`src/rtl/imem_loader.sv`:
```
// imem_loader: receives a framed byte stream and writes the program image it
// carries into instruction memory. The CPU is held in reset while a load runs.
// Frame layout: N[7:0], N[15:8], then 4*N little-endian data bytes, then one
// checksum byte equal to the XOR of all data bytes.
module imem_loader #(
  parameter int ADDR_W = 12
) (
  input  logic              clk,
  input  logic              res,
  input  logic              start,
  input  logic [7:0]        rx_data,
  input  logic              rx_valid,
  output logic              rx_ready,
  output logic              imem_we,
  output logic [ADDR_W-1:0] imem_addr,
  output logic [31:0]       imem_wdata,
  output logic              cpu_res,
  output logic              busy,
  output logic              done,
  output logic              err
);

  typedef enum logic [2:0] {
    S_IDLE,
    S_LEN0,
    S_LEN1,
    S_DATA,
    S_CSUM,
    S_DONE,
    S_ERR
  } state_t;

  // Largest word count that fits in the memory. Any larger N is rejected.
  localparam logic [31:0] MAX_WORDS = 32'd1 << ADDR_W;

  state_t            r_state;
  state_t            w_next_state;

  logic [7:0]        r_len_lo;      // N[7:0], held until the high byte arrives
  logic [15:0]       r_words_left;  // data words still expected in this frame
  logic [ADDR_W-1:0] r_idx;         // address of the word being assembled
  logic [1:0]        r_byte_sel;    // byte position inside the current word
  logic [23:0]       r_word;        // lower three bytes of the current word
  logic [7:0]        r_csum;        // running XOR of the data bytes
  logic              r_we;
  logic [ADDR_W-1:0] r_addr;
  logic [31:0]       r_wdata;
  logic              r_cpu_res;
  logic              r_done;
  logic              r_err;

  logic              w_rx_ready;
  logic              w_hs;
  logic [15:0]       w_len;
  logic              w_too_long;
  logic              w_start_load;

  // The loader takes bytes in the four frame-receiving states only.
  assign w_rx_ready   = (r_state == S_LEN0) || (r_state == S_LEN1) ||
                        (r_state == S_DATA) || (r_state == S_CSUM);
  assign w_hs         = rx_valid && w_rx_ready;
  assign w_len        = {rx_data, r_len_lo};
  assign w_too_long   = {16'd0, w_len} > MAX_WORDS;
  // A start pulse is honoured only when no load is running.
  assign w_start_load = start &&
                        ((r_state == S_IDLE) || (r_state == S_DONE) || (r_state == S_ERR));

  // State register. Reset returns to IDLE from any state and aborts a load.
  always_ff @(posedge clk) begin
    // NOTE: sequential state uses non-blocking assignments so that every
    // register samples values from before the clock edge, regardless of
    // the order in which always blocks are evaluated.
    if (res) begin
      r_state <= S_IDLE;
    end else begin
      r_state <= w_next_state;
    end
  end

  // Next-state logic. It uses rx_valid directly, because rx_ready is already
  // implied by the state being tested.
  always_comb begin
    // NOTE: the default assignment first means every path assigns
    // w_next_state, so no latch is inferred.
    w_next_state = r_state;
    case (r_state)
      S_IDLE, S_DONE, S_ERR: begin
        if (start) w_next_state = S_LEN0;
      end
      S_LEN0: begin
        if (rx_valid) w_next_state = S_LEN1;
      end
      S_LEN1: begin
        if (rx_valid) begin
          if (w_too_long)          w_next_state = S_ERR;
          else if (w_len == 16'd0) w_next_state = S_CSUM;
          else                     w_next_state = S_DATA;
        end
      end
      S_DATA: begin
        if (rx_valid && (r_byte_sel == 2'd3) && (r_words_left == 16'd1)) begin
          w_next_state = S_CSUM;
        end
      end
      S_CSUM: begin
        if (rx_valid) w_next_state = (rx_data == r_csum) ? S_DONE : S_ERR;
      end
      default: w_next_state = S_IDLE;
    endcase
  end

  // Datapath: length capture, word assembly, checksum, write strobe, status flags.
  always_ff @(posedge clk) begin
    if (res) begin
      r_len_lo     <= '0;
      r_words_left <= '0;
      r_idx        <= '0;
      r_byte_sel   <= '0;
      r_word       <= '0;
      r_csum       <= '0;
      r_we         <= 1'b0;
      r_addr       <= '0;
      r_wdata      <= '0;
      r_cpu_res    <= 1'b1;
      r_done       <= 1'b0;
      r_err        <= 1'b0;
    end else begin
      r_we      <= 1'b0;
      // The CPU is held during a load and after a failed load. It is released
      // in IDLE, so a preloaded image runs, and in DONE.
      r_cpu_res <= (r_state != S_IDLE) && (r_state != S_DONE);

      if (w_start_load) begin
        r_idx        <= '0;
        r_byte_sel   <= '0;
        r_csum       <= '0;
        r_words_left <= '0;
        r_done       <= 1'b0;
        r_err        <= 1'b0;
      end

      if (w_hs) begin
        case (r_state)
          S_LEN0: r_len_lo <= rx_data;
          S_LEN1: begin
            r_words_left <= w_len;
            if (w_too_long) r_err <= 1'b1;
          end
          S_DATA: begin
            r_csum     <= r_csum ^ rx_data;
            r_byte_sel <= r_byte_sel + 2'd1;
            case (r_byte_sel)
              2'd0: r_word[7:0]   <= rx_data;
              2'd1: r_word[15:8]  <= rx_data;
              2'd2: r_word[23:16] <= rx_data;
              default: begin
                // The last byte goes straight into the write data, so the
                // strobe comes out one cycle after this handshake.
                r_we         <= 1'b1;
                r_addr       <= r_idx;
                r_wdata      <= {rx_data, r_word};
                r_idx        <= r_idx + 1'b1;
                r_words_left <= r_words_left - 16'd1;
              end
            endcase
          end
          S_CSUM: begin
            if (rx_data == r_csum) r_done <= 1'b1;
            else                   r_err  <= 1'b1;
          end
          default: ;
        endcase
      end
    end
  end

  assign rx_ready   = w_rx_ready;
  assign busy       = w_rx_ready;
  assign imem_we    = r_we;
  assign imem_addr  = r_addr;
  assign imem_wdata = r_wdata;
  assign cpu_res    = r_cpu_res;
  assign done       = r_done;
  assign err        = r_err;

endmodule

```
`config.mk`:
```
export PLATFORM = sky130hd
export DESIGN_NAME = imem_loader
export DESIGN_NICKNAME = d
export VERILOG_FILES = /design/src/rtl/imem_loader.sv
export SDC_FILE = /design/constraint.sdc
export NUM_CORES = 1
export LEC_CHECK = 0
export CAP_MARGIN = 20
export CORE_MARGIN = 1
export CORE_UTILIZATION = 50
export DETAILED_ROUTE_END_ITERATION = 10
export PLACE_DENSITY = 0.83
export SLEW_MARGIN = 40
export SYNTH_ARGS = -nofsm -noshare
export SYNTH_HDL_FRONTEND = slang
export SYNTH_SLANG_ARGS = --single-unit
```
`constraint.sdc`:
```
create_clock -name clk -period 3.26 [get_ports clk]
set_input_delay 0.978 -clock clk [delete_from_list [all_inputs] [get_ports clk]]
set_output_delay 0.978 -clock clk [all_outputs]
set_load 0.02 [all_outputs]
```
==> results_dict.tcl, run 1 <==
set metrics [dict create \
    synth_seq_cells 121 \
    path_cells "xnor2_1, clkdlybuf4s50_1" \
    min_delay_path_depth 2 \
    critPathKind "reg -> out" \
    cts_setup_buffers 0 \
    clock_sinks 121 \
    synthCells 684 \
    drc_errors 0 \
    areaGrowthSynthToFinish_pct 25.01 \
    required_ns 2.28 \
    syn_area_per_cell_um2 7.842 \
    peakVddDrop_mv 0.3093 \
    top_level_ports 62 \
    maxCapViolations 0 \
    std_cell_rows 37 \
    yosysWarnings 0 \
    power_per_cell_area_nw_per_um2 630.0 \
    synth_edf_count 0 \
    drt-pass1-iter-count 5 \
    dieArea_um2 11150 \
    cts_tree "done" \
    worst_clock_skew_ns 0.006707 \
    num_vias 5163 \
    slew_headroom_pct 49.95 \
    cts_hold_buf 0 \
    grt_max_degree 104 \
    cp_max_fo 16 \
    fin_tns_setup_ns 0 \
    grt_overflow 0 \
    ys_seq_area_share_pct 45.16 \
    yosysUniqueCellTypes 53 \
    final_layout_size_suffix_gt1_share_pct 8.957 \
    cts_made_buffers 17 \
    whs_ns 0.4521 \
    r2r-end "r_state[1]" \
    finalSetupViolCount 0 \
    hold_start "imem_wdata[3]" \
    cp_top_family "buffers and inverters" \
    rr_worst_depth 5 \
    p_leak_nw 2.242 \
    wl_per_cell_um 16.18 \
    synth_area_um2 5364 \
    hp-class "reg -> reg" \
    period_needed_ns 3.089 \
    viasPerCell 5.840 \
    rsz0062_at_grt "false" \
    regToRegSetupSlack_ns 1.00 \
    max_freq_mhz 323.7 \
    finalCritPeriodShare_pct 94.76 \
    clockBufferDepth 2 \
    wl_mm 14.30 \
    critPathMaxStageDelay_ns 0.67 \
    regToRegStartpoint "r_words_left[6]" \
    fp.dieW_um 105.6 \
    syn_nets 704 \
    fp.coreArea_um2 10370 \
    cp-end-kind "output pin" \
    slowest_stage "clkdlybuf4s50_1" \
    grt_antenna_before_repair 0 \
    drtIter0Drc 526 \
    cp-start-kind "flop" \
    grt_usage_pct 26.39 \
    antenna_left 0 \
    final_area_um2 6705 \
    critPathBufInv 1 \
    grt_pass1_wl_mm 23.39 \
    placed_area_um2 6130 \
    cts-root-buf "clkbuf_8" \
    arrival_ns 2.11 \
    grt_pass1_vias 4901 \
    antenna_cells 0 \
    clk_latency_ns 0.52 \
    initial_core_util_pct 51.73 \
    hpwl_mm 9.271 \
    whs_endpoint "imem_wdata[3]" \
    clk_pin_slew_ns 0.06 \
    ctsResizeCount 0 \
    worst_slew_pin_slew_ns 0.7507 \
    io_buffers 61 \
    die_height_um 105.6 \
    status "complete, no violations" \
    place.gp.congestion 0.9112 \
    final_nets 755 \
    hold_viol 0 \
    htree_levels 4 \
    async_reset_ff_share_pct 0 \
    ys.flop_type "dfxtp_1" \
    slew_violations 0 \
]
## report_power, final
part | switching, mW | total, mW | leakage [nW] | internal [mW]
clock network | 0.700 | 1.81 | 0.281 | 1.11
registers | 0.0592 | 1.59 | 0.976 | 1.53
logic | 0.496 | 0.821 | 0.985 | 0.325
total | 1.26 | 4.22 | 2.24 | 2.97
## flip-flops by register name (all words and copies together) (netlist names)
| name | count |
|---|---|
| imem_we | 1 |
| done | 1 |
| r_words_left | 16 |
| cpu_res | 1 |
| r_csum | 8 |
| r_len_lo | 8 |
| r_idx | 12 |
| imem_wdata | 32 |
| err | 1 |
| r_word | 24 |
| r_byte_sel | 2 |
| imem_addr | 12 |
| r_state | 3 |
## synth_stat cells (2+ instances only)
library cell    n  area [µm²]
a211o_1         2       17.52
a211oi_1        3       22.52
a21oi_1       109       545.5
a222oi_1        4       40.04
a22oi_1         5       37.54
a31oi_1         5       31.28
a32oi_1         3       26.28
and2_1          2       12.51
and4_1          3       26.28
buf_1           6       22.52
clkbuf_1       45       168.9
dfxtp_1       121        2422
ha_1            8       100.1
inv_1          11       41.29
mux2_2          3       33.78
mux2i_1         3       30.03
nand2_1       153       574.3
nand2b_1        3       18.77
nand3_1        40       200.2
nand3b_1       12       90.09
nand4_1         7       43.79
nand4b_1        2       17.52
nor2_1         29       108.9
nor2b_1         3       18.77
nor3_1         18       90.09
nor3b_1         2       15.01
nor4_1          8       50.05
o21ai_0        16       80.08
o21bai_1        2       15.01
o32ai_1         2       17.52
or2_2           3       18.77
or3_1           5       31.28
or4_1           2       15.01
or4_4           2       22.52
xnor2_1        16       140.1
xor2_1          9       78.83
## stage by stage
step | instances | total power, mW | setup WS [ns] | utilization, %
final | 884 | 4.225 | 0.1708 | 64.66
after global routing | 884 | 4.386 | 0.09293 | 64.66
after CTS | 884 | 4.222 | 0.1813 | 64.66
after detailed placement | 852 | 2.424 | 0.3886 | 59.11
after global placement | 852 | 2.405 | 0.4341 | 59.07
after floorplan | 684 | 2.189 | 0.8538 | -
## final cells by class
class / count / area (µm²)
fillers: 852 / 3665
multi-input cells: 499 / 2704
flip-flops and latches: 121 / 2422
repair buffers: 85 / 792.0
clock buffers: 18 / 427.9
well taps: 136 / 170.2
clock inverters: 14 / 147.6
inverters: 11 / 41.29
## per-layer routing
layer,track usage (%),vias up,part of all wire [%]
met3,5.690,36,6.1
met5,0,-,0
li1,-,2490,-
met4,10.71,0,2.3
met2,44.78,210,49
met1,32.50,2427,42
## cell usage in the layout, fill, tap and decap left out, types with 4 or more instances in the layout
cell type and n:
nand4_1 7, xor2_1 9, nand2_1 153, ha_1 8, a222oi_1 4, a31oi_1 5
nand3_1 40, clkbuf_16 16, nor2_1 28, clkinv_4 4, xnor2_1 16, a22oi_1 5
clkdlybuf4s50_1 60, or3_1 5, nor4_1 8, clkinv_2 4, dfxtp_1 121, nand3b_1 12
buf_4 24, a21oi_1 109, nor3_1 18, inv_1 11, o21ai_0 16
## worst max-delay path by stage
stage                     startpoint        endpoint  cells after the start  slack (ns)
final                     r_state[2]            busy                      2        0.17
after global routing      r_state[2]            busy                      2        0.09
after CTS                 r_state[2]        rx_ready                      2        0.18
after detailed placement    rx_valid  imem_wdata[16]                      6        0.39
after global placement      rx_valid  imem_wdata[27]                      6        0.43
after floorplan           r_state[1]        rx_ready                      4        0.85
## kinds of logic (layout without fill, tap and decap cells)
| group | Yosys count | count (layout) | share of synthesized area, % |
|---|---|---|---|
| and+or+nand+nor | 298 | 298 | 25.87 |
| muxes | 6 | 6 | 1.190 |
| AOI/OAI and AO/OA | 162 | 162 | 17.26 |
| DFF | 121 | 121 | 45.16 |
| xor gates and xnor gates | 25 | 25 | 4.082 |
| adders and majority gates | 8 | 8 | 1.866 |
| buffers and inverters | 64 | 128 | 4.572 |
## worst min-delay path: cells and delay by family, from the launching register on
family             cells  cell delay, ns
DFF                    1            0.31
and+or+nand+nor        1            0.05
AOI/OAI and AO/OA      1            0.05
Power figures use the tool's default switching activity.
==> inputs of run 2 (changes only) <==
--- a/config.mk
+++ b/config.mk
@@ -10,7 +10,7 @@
 export CORE_UTILIZATION = 50
 export DETAILED_ROUTE_END_ITERATION = 10
 export PLACE_DENSITY = 0.83
-export SLEW_MARGIN = 40
+export SLEW_MARGIN = 5
 export SYNTH_ARGS = -nofsm -noshare
 export SYNTH_HDL_FRONTEND = slang
 export SYNTH_SLANG_ARGS = --single-unit
==> results_dict.tcl, run 2 (synthesis gave the netlist of run 1 again) <==
set metrics [dict create \
    htree_levels 4 \
    fp.dieW_um 105.6 \
    cp_top_family "flip-flops" \
    place.gp.congestion 0.9112 \
    slowest_stage "dfxtp_1" \
    hold_viol 0 \
    worst_clock_skew_ns 0.006747 \
    r2r-end "r_state[1]" \
    totalPowerFinal_mw 4.217 \
    grt_overflow 0 \
    wl_mm 13.97 \
    final_nets 755 \
    fp.coreArea_um2 10370 \
    drtIter0Drc 399 \
    arrival_ns 2.13 \
    hpwl_mm 9.266 \
    regToRegStartpoint "r_words_left[6]" \
    dieArea_um2 11150 \
    critPathKind "reg -> out" \
    ctsResizeCount 0 \
    rsz0062_at_grt "false" \
    initial_core_util_pct 51.73 \
    final_common_cell "nand2_1" \
    grt_max_degree 104 \
    antenna_left 0 \
    min_delay_path_depth 2 \
    final_layout_size_suffix_gt1_share_pct 8.957 \
    grt_antenna_before_repair 0 \
    critPathBufInv 1 \
    fillers 847 \
    p_leak_nw 2.237 \
    slew_headroom_pct 32.40 \
    power_per_cell_area_nw_per_um2 629.4 \
    worst_slew_pin_slew_ns 1.014 \
    drt-pass1-iter-count 5 \
    areaGrowthSynthToFinish_pct 24.91 \
    cts_made_buffers 17 \
    clockBufferDepth 2 \
    slew_violations 0 \
    std_cell_rows 37 \
    cts-root-buf "clkbuf_8" \
    regToRegSetupSlack_ns 0.98 \
    top_level_ports 62 \
    rr_worst_depth 5 \
    cp-end-kind "output pin" \
    status "complete, no violations" \
    critPathMaxStageDelay_ns 0.67 \
    clk_pin_slew_ns 0.06 \
    hold_start "imem_addr[3]" \
    finalSetupViolCount 0 \
    antenna_cells 0 \
    path_cells "xnor2_1, clkdlybuf4s50_1" \
    num_vias 5149 \
    grt_pass1_wl_mm 22.94 \
    fin_tns_setup_ns 0 \
    clk_latency_ns 0.52 \
    cp_max_fo 16 \
    period_needed_ns 3.107 \
    die_height_um 105.6 \
    grt_usage_pct 25.76 \
    drc_errors 0 \
    required_ns 2.28 \
    grt_pass1_vias 4822 \
    wl_per_cell_um 15.80 \
    hp-class "reg -> reg" \
    layout_common_cells "nand2_1, dfxtp_1, a21oi_1" \
    whs_endpoint "imem_addr[3]" \
    finalCritPeriodShare_pct 95.32 \
    peakVddDrop_mv 0.2950 \
    cts_hold_buf 0 \
    largest_reg_flops 32 \
    io_buffers 61 \
    max_freq_mhz 321.8 \
    clock_sinks 121 \
    maxCapViolations 0 \
    cts_tree "done" \
    viasPerCell 5.825 \
    cts_setup_buffers 0 \
    cp-start-kind "flop" \
]
==> run 2: metrics by stage <==
stage	std cells	setup slack, ns	area (µm²)	hold WS (ns)	utilization [%]
floorplan	684	0.8538	5364	0.4321	-
global placement	852	0.4341	6126	0.4426	59.07
detailed placement	852	0.3886	6126	0.4459	59.07
CTS	884	0.1737	6700	0.4536	64.61
global route	884	0.09835	6700	0.4696	64.61
finish	884	0.1525	6700	0.4514	64.61
==> run 2: cell type report <==
cell class / count / area (µm²) / area share [%]
inverters: 11 / 41.29 / 0.6162
clock buffers: 18 / 427.9 / 6.387
well taps: 136 / 170.2 / 2.540
clock inverters: 14 / 146.4 / 2.185
multi-input cells: 499 / 2704 / 40.35
flip-flops and latches: 121 / 2422 / 36.15
repair buffers: 85 / 788.3 / 11.76
==> run 2: worst max path at each step <==
| stage | end | slack [ns] | cells after the start | startpoint |
|---|---|---|---|---|
| 5_1_grt | busy | 0.1 | 2 | r_state[2] |
| 6_report | busy | 0.15 | 2 | r_state[2] |
| 4_1_cts | rx_ready | 0.17 | 2 | r_state[2] |
| 3_5_place_dp | imem_wdata[28] | 0.39 | 6 | rx_valid |
| 2_1_floorplan | rx_ready | 0.85 | 4 | r_state[1] |
| 3_3_place_gp | imem_wdata[27] | 0.43 | 6 | rx_valid |
==> run 2: tightest hold or removal path: cells and delay by family (launching register included) <==
| family | cells | cell delay (ns) |
|---|---|---|
| AO/OA/AOI/OAI | 1 | 0.05 |
| AND/OR/NAND/NOR | 1 | 0.05 |
| flip-flops | 1 | 0.31 |
==> run 2: layer usage <==
layer	track usage, %	routed length [µm]
met1	32.08	6028
met2	42.20	6711
met3	6.308	901
met4	11.51	330
met5	0	0
==> run 2: power breakdown <==
part | total (mW) | leakage (nW) | switching [mW] | internal (mW)
clock network | 1.81 | 0.277 | 0.697 | 1.11
registers | 1.59 | 0.976 | 0.0600 | 1.53
logic | 0.817 | 0.984 | 0.492 | 0.324
total | 4.22 | 2.24 | 1.25 | 2.97
